File: src/rtl/bcd_seg7_scanner_pkg.sv
// Shared segment codes, scan FSM state encoding and anode helpers for the 7-segment scanner.
package bcd_seg7_scanner_pkg;

  // Segment patterns {g,f,e,d,c,b,a}, active-low.
  localparam logic [6:0] SEG_0    = 7'h40;
  localparam logic [6:0] SEG_1    = 7'h79;
  localparam logic [6:0] SEG_2    = 7'h24;
  localparam logic [6:0] SEG_3    = 7'h30;
  localparam logic [6:0] SEG_4    = 7'h19;
  localparam logic [6:0] SEG_5    = 7'h12;
  localparam logic [6:0] SEG_6    = 7'h02;
  localparam logic [6:0] SEG_7    = 7'h78;
  localparam logic [6:0] SEG_8    = 7'h00;
  localparam logic [6:0] SEG_9    = 7'h10;
  localparam logic [6:0] SEG_DASH = 7'h3F;
  localparam logic [6:0] SEG_OFF  = 7'h7F;

  localparam logic [3:0] DIGITS_OFF = 4'hF;

  typedef enum logic {
    ST_BLANK = 1'b0,
    ST_ON    = 1'b1
  } scan_state_e;

  // Active-low anode enable for one digit position.
  function automatic logic [3:0] anode_n(input logic [1:0] idx);
    return ~(4'b0001 << idx);
  endfunction

endpackage

File: src/rtl/bcd_seg7_scanner_if.sv
// Count-bus capture inputs and display drive outputs of the 7-segment scanner.
interface bcd_seg7_scanner_if;
  logic [15:0] BcdIn;
  logic        BcdValid;
  logic [3:0]  DpIn;
  logic [6:0]  Seg;
  logic        Dp;
  logic [3:0]  Digit;
  logic        BcdErr;

  modport master (
    output BcdIn, BcdValid, DpIn,
    input  Seg, Dp, Digit, BcdErr
  );

  modport slave (
    input  BcdIn, BcdValid, DpIn,
    output Seg, Dp, Digit, BcdErr
  );
endinterface

File: src/rtl/bcd_seg7_scanner_bcd_to_seg7.sv
// Combinational BCD nibble to active-low 7-segment decoder; non-BCD codes show a dash.
module bcd_to_seg7
  import bcd_seg7_scanner_pkg::*;
(
  input  logic [3:0] nibble_i,
  output logic [6:0] seg_o,
  output logic       invalid_o
);

  always_comb begin
    seg_o     = SEG_DASH;
    invalid_o = 1'b0;
    case (nibble_i)
      4'd0:    seg_o = SEG_0;
      4'd1:    seg_o = SEG_1;
      4'd2:    seg_o = SEG_2;
      4'd3:    seg_o = SEG_3;
      4'd4:    seg_o = SEG_4;
      4'd5:    seg_o = SEG_5;
      4'd6:    seg_o = SEG_6;
      4'd7:    seg_o = SEG_7;
      4'd8:    seg_o = SEG_8;
      4'd9:    seg_o = SEG_9;
      default: begin
        seg_o     = SEG_DASH;
        invalid_o = 1'b1;
      end
    endcase
  end

endmodule

File: src/rtl/bcd_seg7_scanner.sv
// Time-multiplexed 4-digit common-anode 7-segment scanner with frame-synchronous value update.
// Optional leading-zero blanking is built when SEG7_LZ_BLANK_EN is defined.
//
// state    | meaning
// ST_BLANK | slot lead-in, all anodes off to avoid ghosting
// ST_ON    | digit idx lit with its decoded segments
module bcd_seg7_scanner
  import bcd_seg7_scanner_pkg::*;
#(
  parameter int SCAN_DIV     = 100000,
  parameter int BLANK_CYCLES = 1000
) (
  input  logic Clk,
  input  logic Reset,
  bcd_seg7_scanner_if.slave bus
);

  localparam int CNT_W = (SCAN_DIV > 1) ? $clog2(SCAN_DIV) : 1;
  localparam logic [CNT_W-1:0] BLANK_LAST = CNT_W'(BLANK_CYCLES - 1);
  localparam logic [CNT_W-1:0] ON_LAST    = CNT_W'(SCAN_DIV - BLANK_CYCLES - 1);

  scan_state_e      state_q;
  logic [CNT_W-1:0] cnt_q;
  logic [1:0]       idx_q;

  logic [15:0]      pending_q;
  logic [3:0]       pend_dp_q;
  logic             pending_flag_q;

  // Display holds decoded patterns so a transfer needs no decode on the scan path.
  logic [6:0]       disp_seg_q [4];
  logic [3:0]       disp_dp_q;
  logic             err_q;

  logic [3:0]       digit_q;
  logic [6:0]       seg_q;
  logic             dp_q;

  logic [6:0]       pend_seg [4];
  logic [3:0]       pend_inv;

  logic             frame_wrap;
  logic             lz_dark;
  logic [3:0]       digit_d;
  logic [6:0]       seg_d;
  logic             dp_d;

  for (genvar g = 0; g < 4; g++) begin : g_dec
    bcd_to_seg7 u_dec (
      .nibble_i  (pending_q[4*g +: 4]),
      .seg_o     (pend_seg[g]),
      .invalid_o (pend_inv[g])
    );
  end

  assign frame_wrap = (state_q == ST_ON) && (cnt_q == ON_LAST) && (idx_q == 2'd3);

  always_comb begin
    lz_dark = 1'b0;
`ifdef SEG7_LZ_BLANK_EN
    // Dark when this and every more-significant digit is zero and no point is requested here.
    lz_dark = (idx_q != 2'd0) && !disp_dp_q[idx_q];
    for (int k = 1; k < 4; k++) begin
      if ((k >= int'(idx_q)) && (disp_seg_q[k] != SEG_0)) begin
        lz_dark = 1'b0;
      end
    end
`endif
    digit_d = DIGITS_OFF;
    seg_d   = SEG_OFF;
    dp_d    = 1'b1;
    if ((state_q == ST_ON) && !lz_dark) begin
      digit_d = anode_n(idx_q);
      seg_d   = disp_seg_q[idx_q];
      dp_d    = ~disp_dp_q[idx_q];
    end
  end

  always_ff @(posedge Clk or negedge Reset) begin
    if (!Reset) begin
      state_q        <= ST_BLANK;
      cnt_q          <= '0;
      idx_q          <= 2'd0;
      pending_q      <= '0;
      pend_dp_q      <= '0;
      pending_flag_q <= 1'b0;
      for (int k = 0; k < 4; k++) begin
        disp_seg_q[k] <= SEG_0;
      end
      disp_dp_q      <= '0;
      err_q          <= 1'b0;
      digit_q        <= DIGITS_OFF;
      seg_q          <= SEG_OFF;
      dp_q           <= 1'b1;
    end else begin
      digit_q <= digit_d;
      seg_q   <= seg_d;
      dp_q    <= dp_d;

      if (state_q == ST_BLANK) begin
        if (cnt_q == BLANK_LAST) begin
          state_q <= ST_ON;
          cnt_q   <= '0;
        end else begin
          cnt_q <= cnt_q + CNT_W'(1);
        end
      end else begin
        if (cnt_q == ON_LAST) begin
          state_q <= ST_BLANK;
          cnt_q   <= '0;
          idx_q   <= idx_q + 2'd1;
        end else begin
          cnt_q <= cnt_q + CNT_W'(1);
        end
      end

      if (frame_wrap && pending_flag_q) begin
        disp_seg_q     <= pend_seg;
        disp_dp_q      <= pend_dp_q;
        err_q          <= err_q | (|pend_inv);
        pending_flag_q <= 1'b0;
      end

      // A strobe coinciding with the transfer re-arms pending for the next frame.
      if (bus.BcdValid) begin
        pending_q      <= bus.BcdIn;
        pend_dp_q      <= bus.DpIn;
        pending_flag_q <= 1'b1;
      end
    end
  end

  assign bus.Digit  = digit_q;
  assign bus.Seg    = seg_q;
  assign bus.Dp     = dp_q;
  assign bus.BcdErr = err_q;

endmodule

File: src/flat_wrapper.sv
// flat-port wrapper written by rule: the top's interface ports become plain ports
module bcd_seg7_scanner_flat import bcd_seg7_scanner_pkg::*;
#(
  parameter int SCAN_DIV     = 100000,
  parameter int BLANK_CYCLES = 1000
)
  (Clk, Reset, bus_BcdIn, bus_BcdValid, bus_DpIn, bus_Seg, bus_Dp, bus_Digit, bus_BcdErr);
  bcd_seg7_scanner_if bus_i ();
  input  logic Clk;
  input  logic Reset;
  input wire logic [$bits(bus_i.BcdIn)-1:0] bus_BcdIn;
  input wire logic [$bits(bus_i.BcdValid)-1:0] bus_BcdValid;
  input wire logic [$bits(bus_i.DpIn)-1:0] bus_DpIn;
  output wire logic [$bits(bus_i.Seg)-1:0] bus_Seg;
  output wire logic [$bits(bus_i.Dp)-1:0] bus_Dp;
  output wire logic [$bits(bus_i.Digit)-1:0] bus_Digit;
  output wire logic [$bits(bus_i.BcdErr)-1:0] bus_BcdErr;
  assign bus_i.BcdIn = bus_BcdIn;
  assign bus_i.BcdValid = bus_BcdValid;
  assign bus_i.DpIn = bus_DpIn;
  assign bus_Seg = bus_i.Seg;
  assign bus_Dp = bus_i.Dp;
  assign bus_Digit = bus_i.Digit;
  assign bus_BcdErr = bus_i.BcdErr;
  bcd_seg7_scanner #(.SCAN_DIV(SCAN_DIV), .BLANK_CYCLES(BLANK_CYCLES)) u_core (.Clk(Clk), .Reset(Reset), .bus(bus_i));
endmodule
File: config.mk
export PLATFORM = sky130hd
export DESIGN_NAME = bcd_seg7_scanner_flat
export DESIGN_NICKNAME = d
export VERILOG_FILES = /design/src/rtl/bcd_seg7_scanner_pkg.sv /design/src/rtl/bcd_seg7_scanner_if.sv /design/src/rtl/bcd_seg7_scanner_bcd_to_seg7.sv /design/src/rtl/bcd_seg7_scanner.sv /design/src/flat_wrapper.sv
export SDC_FILE = /design/constraint.sdc
export NUM_CORES = 1
export LEC_CHECK = 0
export CORE_ASPECT_RATIO = 0.6
export CORE_MARGIN = 2
export CORE_UTILIZATION = 55
export DETAILED_ROUTE_END_ITERATION = 16
export GPL_TIMING_DRIVEN = 0
export PLACE_DENSITY = 0.72
export RECOVER_POWER = 100
export SYNTH_ARGS = -nofsm -noshare
export SYNTH_HDL_FRONTEND = slang
export SYNTH_SLANG_ARGS = --single-unit
File: constraint.sdc
create_clock -name Clk -period 4.25 [get_ports Clk]
set_input_delay 0.425 -clock Clk [delete_from_list [all_inputs] [get_ports Clk]]
set_output_delay 0.425 -clock Clk [all_outputs]
set_load 0.01 [all_outputs]
Yosys cells after proc, flatten, opt, wreduce, memory -nomap -nowiden
Index checks and enable logic that the tools add are counted.
- div/mod/pow operators: 0
- bitwise gates (word level): 4
- shift-type cells: 1
- reductions and logical operators: 14
- order comparisons: 2
- $mul: 0
- add/sub/neg operators: 2
- eq/ne operators: 39
- multiplexer cells: 24
- operators with widths (cell ; number):
    7-bit case mux with 10 select lines ; 4
    4-bit by 3-bit equality test with 1-bit output, second input constant ; 16
    17-bit two-way mux ; 3
    10-bit OR reduction ; 4
    4-bit by 2-bit equality test with 1-bit output, second input constant ; 8
    4-bit equality test, second input constant ; 8
    7-bit two-way mux ; 3
    17-bit by 1-bit adder with 17-bit output, second input constant ; 1
    17-bit by 10-bit equality test with 1-bit output, second input constant ; 1
    17-bit equality test, second input constant ; 1
    4-bit by 1-bit equality test with 1-bit output, second input constant ; 4
    4-bit logical NOT ; 4
    7-bit binary-select mux with 2-bit select ; 1
    1-bit two-way mux ; 11
    4-bit two-way mux ; 1
    4-bit NOT ; 1
    4-bit OR reduction ; 1
    1-bit by 2-bit left shift with 4-bit output, first input constant ; 1
    3-bit >= comparator, second input constant ; 1
    1-bit logical AND ; 3
    2-bit by 3-bit < comparator with 1-bit output, second input constant ; 1
    2-bit NOT with 3-bit output ; 1
    2-bit by 1-bit adder with 2-bit output, second input constant ; 1
    1-bit binary-select mux with 2-bit select ; 1
    5 further kinds ; 5
- logic and storage cells: 101
- memories: 0
- ROM bits: 0
- RAM bits: 0
- input bits: 23
- register bits: 86
- latch bits: 0

Longest topological paths before layout
- depth after elaboration: 6
- mapped depth: 6

Modules after synthesis
Synthesis repeated with hierarchy kept, for this count alone.
- cells, all modules: 335
- area total of the unflattened synthesis: 4443.0 sq um
- modules (own cells, without submodules) (module ; area an instance (sq um) ; cells an instance ; sequential area each (sq um) ; times used):
    bcd_seg7_scanner ; 3777.4 ; 247 ; 2172.1 ; 1
    bcd_to_seg7 ; 166.4 ; 22 ; 0.0 ; 4

Worst setup path after synthesis
Ideal clock, no wire load.
- kind: flip-flop to flip-flop
- start point: register u_core.cnt_q[10]
- end point: register u_core.disp_seg_q[10] (netlist bit)
- required time: 4.125 ns
- cell stages (with the launch flop): 7
- setup time: 0.125 ns
- clock period less this slack: 1.745 ns
- data arrival time: 1.620 ns
- slack: 2.505 ns
- cell sequence: dfrtp_1 buf_6 nor4_4 nand4_2 nor2_2 buf_6 mux2_2
- longest elaborated chain between the ends: 4
- RTL lines (element ; line ; source):
    start: declaration ; bcd_seg7_scanner.sv:23 ; logic [CNT_W-1:0] cnt_q;
    start signal: assignment ; bcd_seg7_scanner.sv:105 ; cnt_q <= cnt_q + CNT_W'(1);
    start signal: assignment ; bcd_seg7_scanner.sv:113 ; cnt_q <= cnt_q + CNT_W'(1);
    17-bit equality test ; bcd_seg7_scanner.sv:56 ; assign frame_wrap = (state_q == ST_ON) && (cnt_q == ON_LAST) && (idx_q == 2'd3);
    1-bit logical AND (2 in a row) ; bcd_seg7_scanner.sv:56 ;
    1-bit logical AND ; bcd_seg7_scanner.sv:117 ; if (frame_wrap && pending_flag_q) begin
    end signal: assignment ; bcd_seg7_scanner.sv:118 ; disp_seg_q <= pend_seg;
    end: declaration ; bcd_seg7_scanner.sv:31 ; logic [6:0] disp_seg_q [4];
No other way between the ends.
A chain may end at the register's enable or synchronous reset.

Worst setup path after layout
- start point: register u_core.cnt_q[10]
- end point: register u_core.disp_seg_q[5] (netlist bit)
Same word-level chain as after synthesis.

==> summary.md <==
| Metric | Value |
|---|---|
| Outcome | `finished, final reports clean` |
| CP dominant cell by count | `clkbuf_1` |
| Die Y | `about 72 microns` |
| Share of cells above drive strength 1 | `17.0%` |
| Avg Vias per Cell | `around 5.7` |
| Worst r2r dst | `u_core.disp_seg_q[5]` |
| Largest stage delay, worst path | `between 0.6 and 0.7 ns` |
| Final Critical Period | `around 2.9 ns` |
| Final wirelength | `9230 microns` |
| Worst Path Max Fanout | `10` |
| Critical path type | `register to register` |
| TritonCTS Buffers | `9` |
| Dpl cell area | `~0.0047 sq mm` |
| Yosys top cell by area | `dfrtp_1` |
| Crit-path cells | `clkbuf_1 > nor4_1 > nand4_1 > nor2_1 > clkbuf_1 > mux2_2` |
| Core Region | `0.00733 sq mm` |
| I/O pin count | `36` |
| Nets | `~470` |
| CTS max path bufs | `2` |
| Maxcap violations | `0` |
| CP endpoint kind | `register` |
| Gate Count Post-Synth | `390` |
| DRC Markers | `0` |
| Die Span X | `between 100 and 150 microns` |
| Fin. max-slew vios | `0` |
| R2R setup slack | `~1.3 ns` |
| Synthesized area per cell | `~11 sq um` |
| Final Instance Area | `0.00492 sq mm` |
| RSZ-0062 raised after global routing | `no` |
| Final worst-path cycle share | `68.5%` |
| CP Data Arrival Time | `between 3 and 4 ns` |
| Synth warn | `0` |
| Worst r2r src | `u_core.cnt_q[10]` |
| Antenna viol nets, final | `0` |
| P_leak | `around 2 nW` |
| Pwr Density | `366 mW/mm^2` |
| Setup TNS | `0 ns` |
| Class of the worst hold path | `register to register` |
| Initial core utilization | `a little under three fifths` |
| H-tree levels | `3` |
| Placer Congestion | `between 0.8 and 0.9` |
| Hold path startpoint | `u_core.cnt_q[0]` |
| Slowest stage cell on the critical path | `nor4_1` |
| Clock-pin slew on the worst setup and hold paths | `0.06 ns` |
| DR pass1 iterations | `5` |
| Overall Global Routing Usage | `about 25%` |
| Initial DRC Count | `198` |
| Async set-reset flop share out of synthesis | `between 90% and 100%` |
| Area Overhead vs Synth | `17.4%` |
| Ant. Diodes | `0` |
| CP required | `~4.5 ns` |
| GR Overflow Total | `0` |
| EDFF count, synth | `0` |
| Cells on worst reg2reg path | `6` |
| TritonCTS clock tree | `yes` |
| Worst slew pin tran | `roughly 0.93 ns` |
| Initial antenna violation count | `0` |
| Worst Clk Skew | `a little under 0.009 ns` |
| Post-synth top cells | `dfrtp_1 (70), o21ai_0 (39), mux2_2 (32)` |
| Post-CTS setup buffers | `0` |
| Top delay family on crit path | `simple AND/OR/NAND/NOR gates` |
| Peak VDD IR | `about 280 uV` |
| Final hold violations | `0` |
| First-pass GRT wire length | `15400 microns` |
| Post-synth cell types | `46` |
| Synth top area cells | `dfrtp_1 (42%), dfstp_2 (10%), mux2_2 (8.6%)` |
| Post-DP HPWL | `~6500 microns` |
| Vias | `~3100` |
| Seq/Total Area, Yosys | `51.8%` |
| Critical Path Start Type | `register` |
| Most common cell in the netlist | `dfrtp_1` |
| Fmax | `about 340 MHz` |
| Flops & latches, synth | `86` |
| Net count after synthesis | `418` |
| Hold Path Sink | `u_core.cnt_q[0]` |
| Die area | `roughly 0.0084 sq mm` |
| Share of the synthesized area in the top cell type | `41.7%` |
| Mapped cell area | `approximately 0.0042 sq mm` |
| Routed len/inst | `16.9 microns` |
| Root buffer cell | `clkbuf_16` |
| Max transition margin | `between 30% and 40%` |
| Buf/Inv on CP | `2` |
| Worst skew pair latency | `approximately 0.34 ns` |
| Prevailing post-synth register cell | `dfrtp_1` |
| # rows | `24` |
| IO buf count | `34` |
| Clock sink count | `between 80 and 90` |
| Vias in the first global route | `approximately 3000` |
| Largest net degree at the start of global routing | `73` |
| Final setup fails | `0` |
| Hold Crit Depth | `1` |
==> sequential cells by signal (all words and copies together), names as in the netlist, 2 cells and up <==
name / flops
u_core.pend_dp_q: 4
u_core.disp_seg_q: 28
u_core.bus.Seg: 7
u_core.idx_q: 2
u_core.bus.Digit: 4
u_core.cnt_q: 17
u_core.pending_q: 16
u_core.disp_dp_q: 4
==> repair_timing <==
action	CTS	global route
hold buffers	1	0
resized for setup	0	0
endpoints found under the hold margin	14	0
==> kinds of logic (layout without fill, tap and decap cells) <==
| logic type | Yosys count | count (layout) | synth area share (%) |
|---|---|---|---|
| AO/OA/AOI/OAI | 84 | 84 | 11.1 |
| AND/OR/NAND/NOR | 118 | 118 | 14.8 |
| adder cells (fa/ha/maj) | 5 | 5 | 1.49 |
| multiplexers | 42 | 42 | 13.5 |
| buffers and inverters | 41 | 93 | 4.44 |
| flip-flops | 86 | 86 | 51.8 |
| XOR/XNOR | 14 | 14 | 2.92 |
==> area by class of cell <==
type	count	area (sq um)
Fill cell	592	2400
Sequential cell	86	2170
Multi-Input combinational cell	263	1810
Timing Repair Buffer	36	372
Clock buffer	14	254
Tap cell	104	130
Buffer	28	105
Inverter	13	48.8
Clock inverter	2	35.0
==> layer usage <==
layer / vias up / GRT usage (%) / part of all wire (%)
met5: - / 0 / 0
met3: 7 / 6.35 / 6.0
li1: 1465 / - / -
met1: 1533 / 38.4 / 51
met4: 0 / 6.41 / 0.79
met2: 97 / 35.1 / 42
==> how the worst max path moves through the flow <==
| stage | cells past startpoint | slack [ns] | end | start |
|---|---|---|---|---|
| after CTS | 5 | 2.19 | u_core.disp_seg_q[11] | u_core.cnt_q[11] |
| after floorplan | 6 | 2.50 | u_core.disp_seg_q[10] | u_core.cnt_q[10] |
| after detailed placement | 3 | 2.17 | u_core.pend_dp_q[1] | bus_BcdValid |
| after global placement | 1 | -0.28 | u_core.pend_dp_q[0] | Reset |
| final | 6 | 1.34 | u_core.disp_seg_q[5] | u_core.cnt_q[10] |
| after global routing | 6 | 1.20 | u_core.disp_seg_q[5] | u_core.cnt_q[10] |
==> power breakdown <==
group          switching, mW  leakage (nW)  internal (mW)
clock network          0.301         0.141          0.471
logic                  0.106         0.824         0.0731
registers             0.0150          1.08          0.838
==> through the flow <==
stage / total power [mW] / utilization, % / worst slack [ns] / instances / hold slack, ns
after floorplan: 0.969 / - / 2.50 / 390 / 0.129
after global placement: 1.03 / 63.7 / -0.281 / 528 / 0.446
after detailed placement: 1.04 / 64.0 / 2.17 / 529 / 0.300
after CTS: 1.82 / 68.1 / 2.19 / 546 / 0.461
after global routing: 1.88 / 67.2 / 1.20 / 546 / 0.498
final: 1.80 / 67.2 / 1.34 / 546 / 0.458
==> cell usage in the layout (no fill, tap or decap), drive strengths merged, types with 6 or more instances in the layout <==
cell type      netlist  routed
inv                 13      13
mux2                33      33
o22ai                8       8
xor2                 9       9
nand3               13      13
nand4                6       6
nor2                29      29
nand2b              10      10
clkdlybuf4s50        0      20
a21oi               19      19
dlygate4sd3          0      14
dfstp               16      16
nand2               30      30
o21ai               47      47
or2                  6       6
clkbuf              21      43
dfrtp               70      70
mux4                 8       8
No activity file was read; power rests on OpenSTA's default activity.
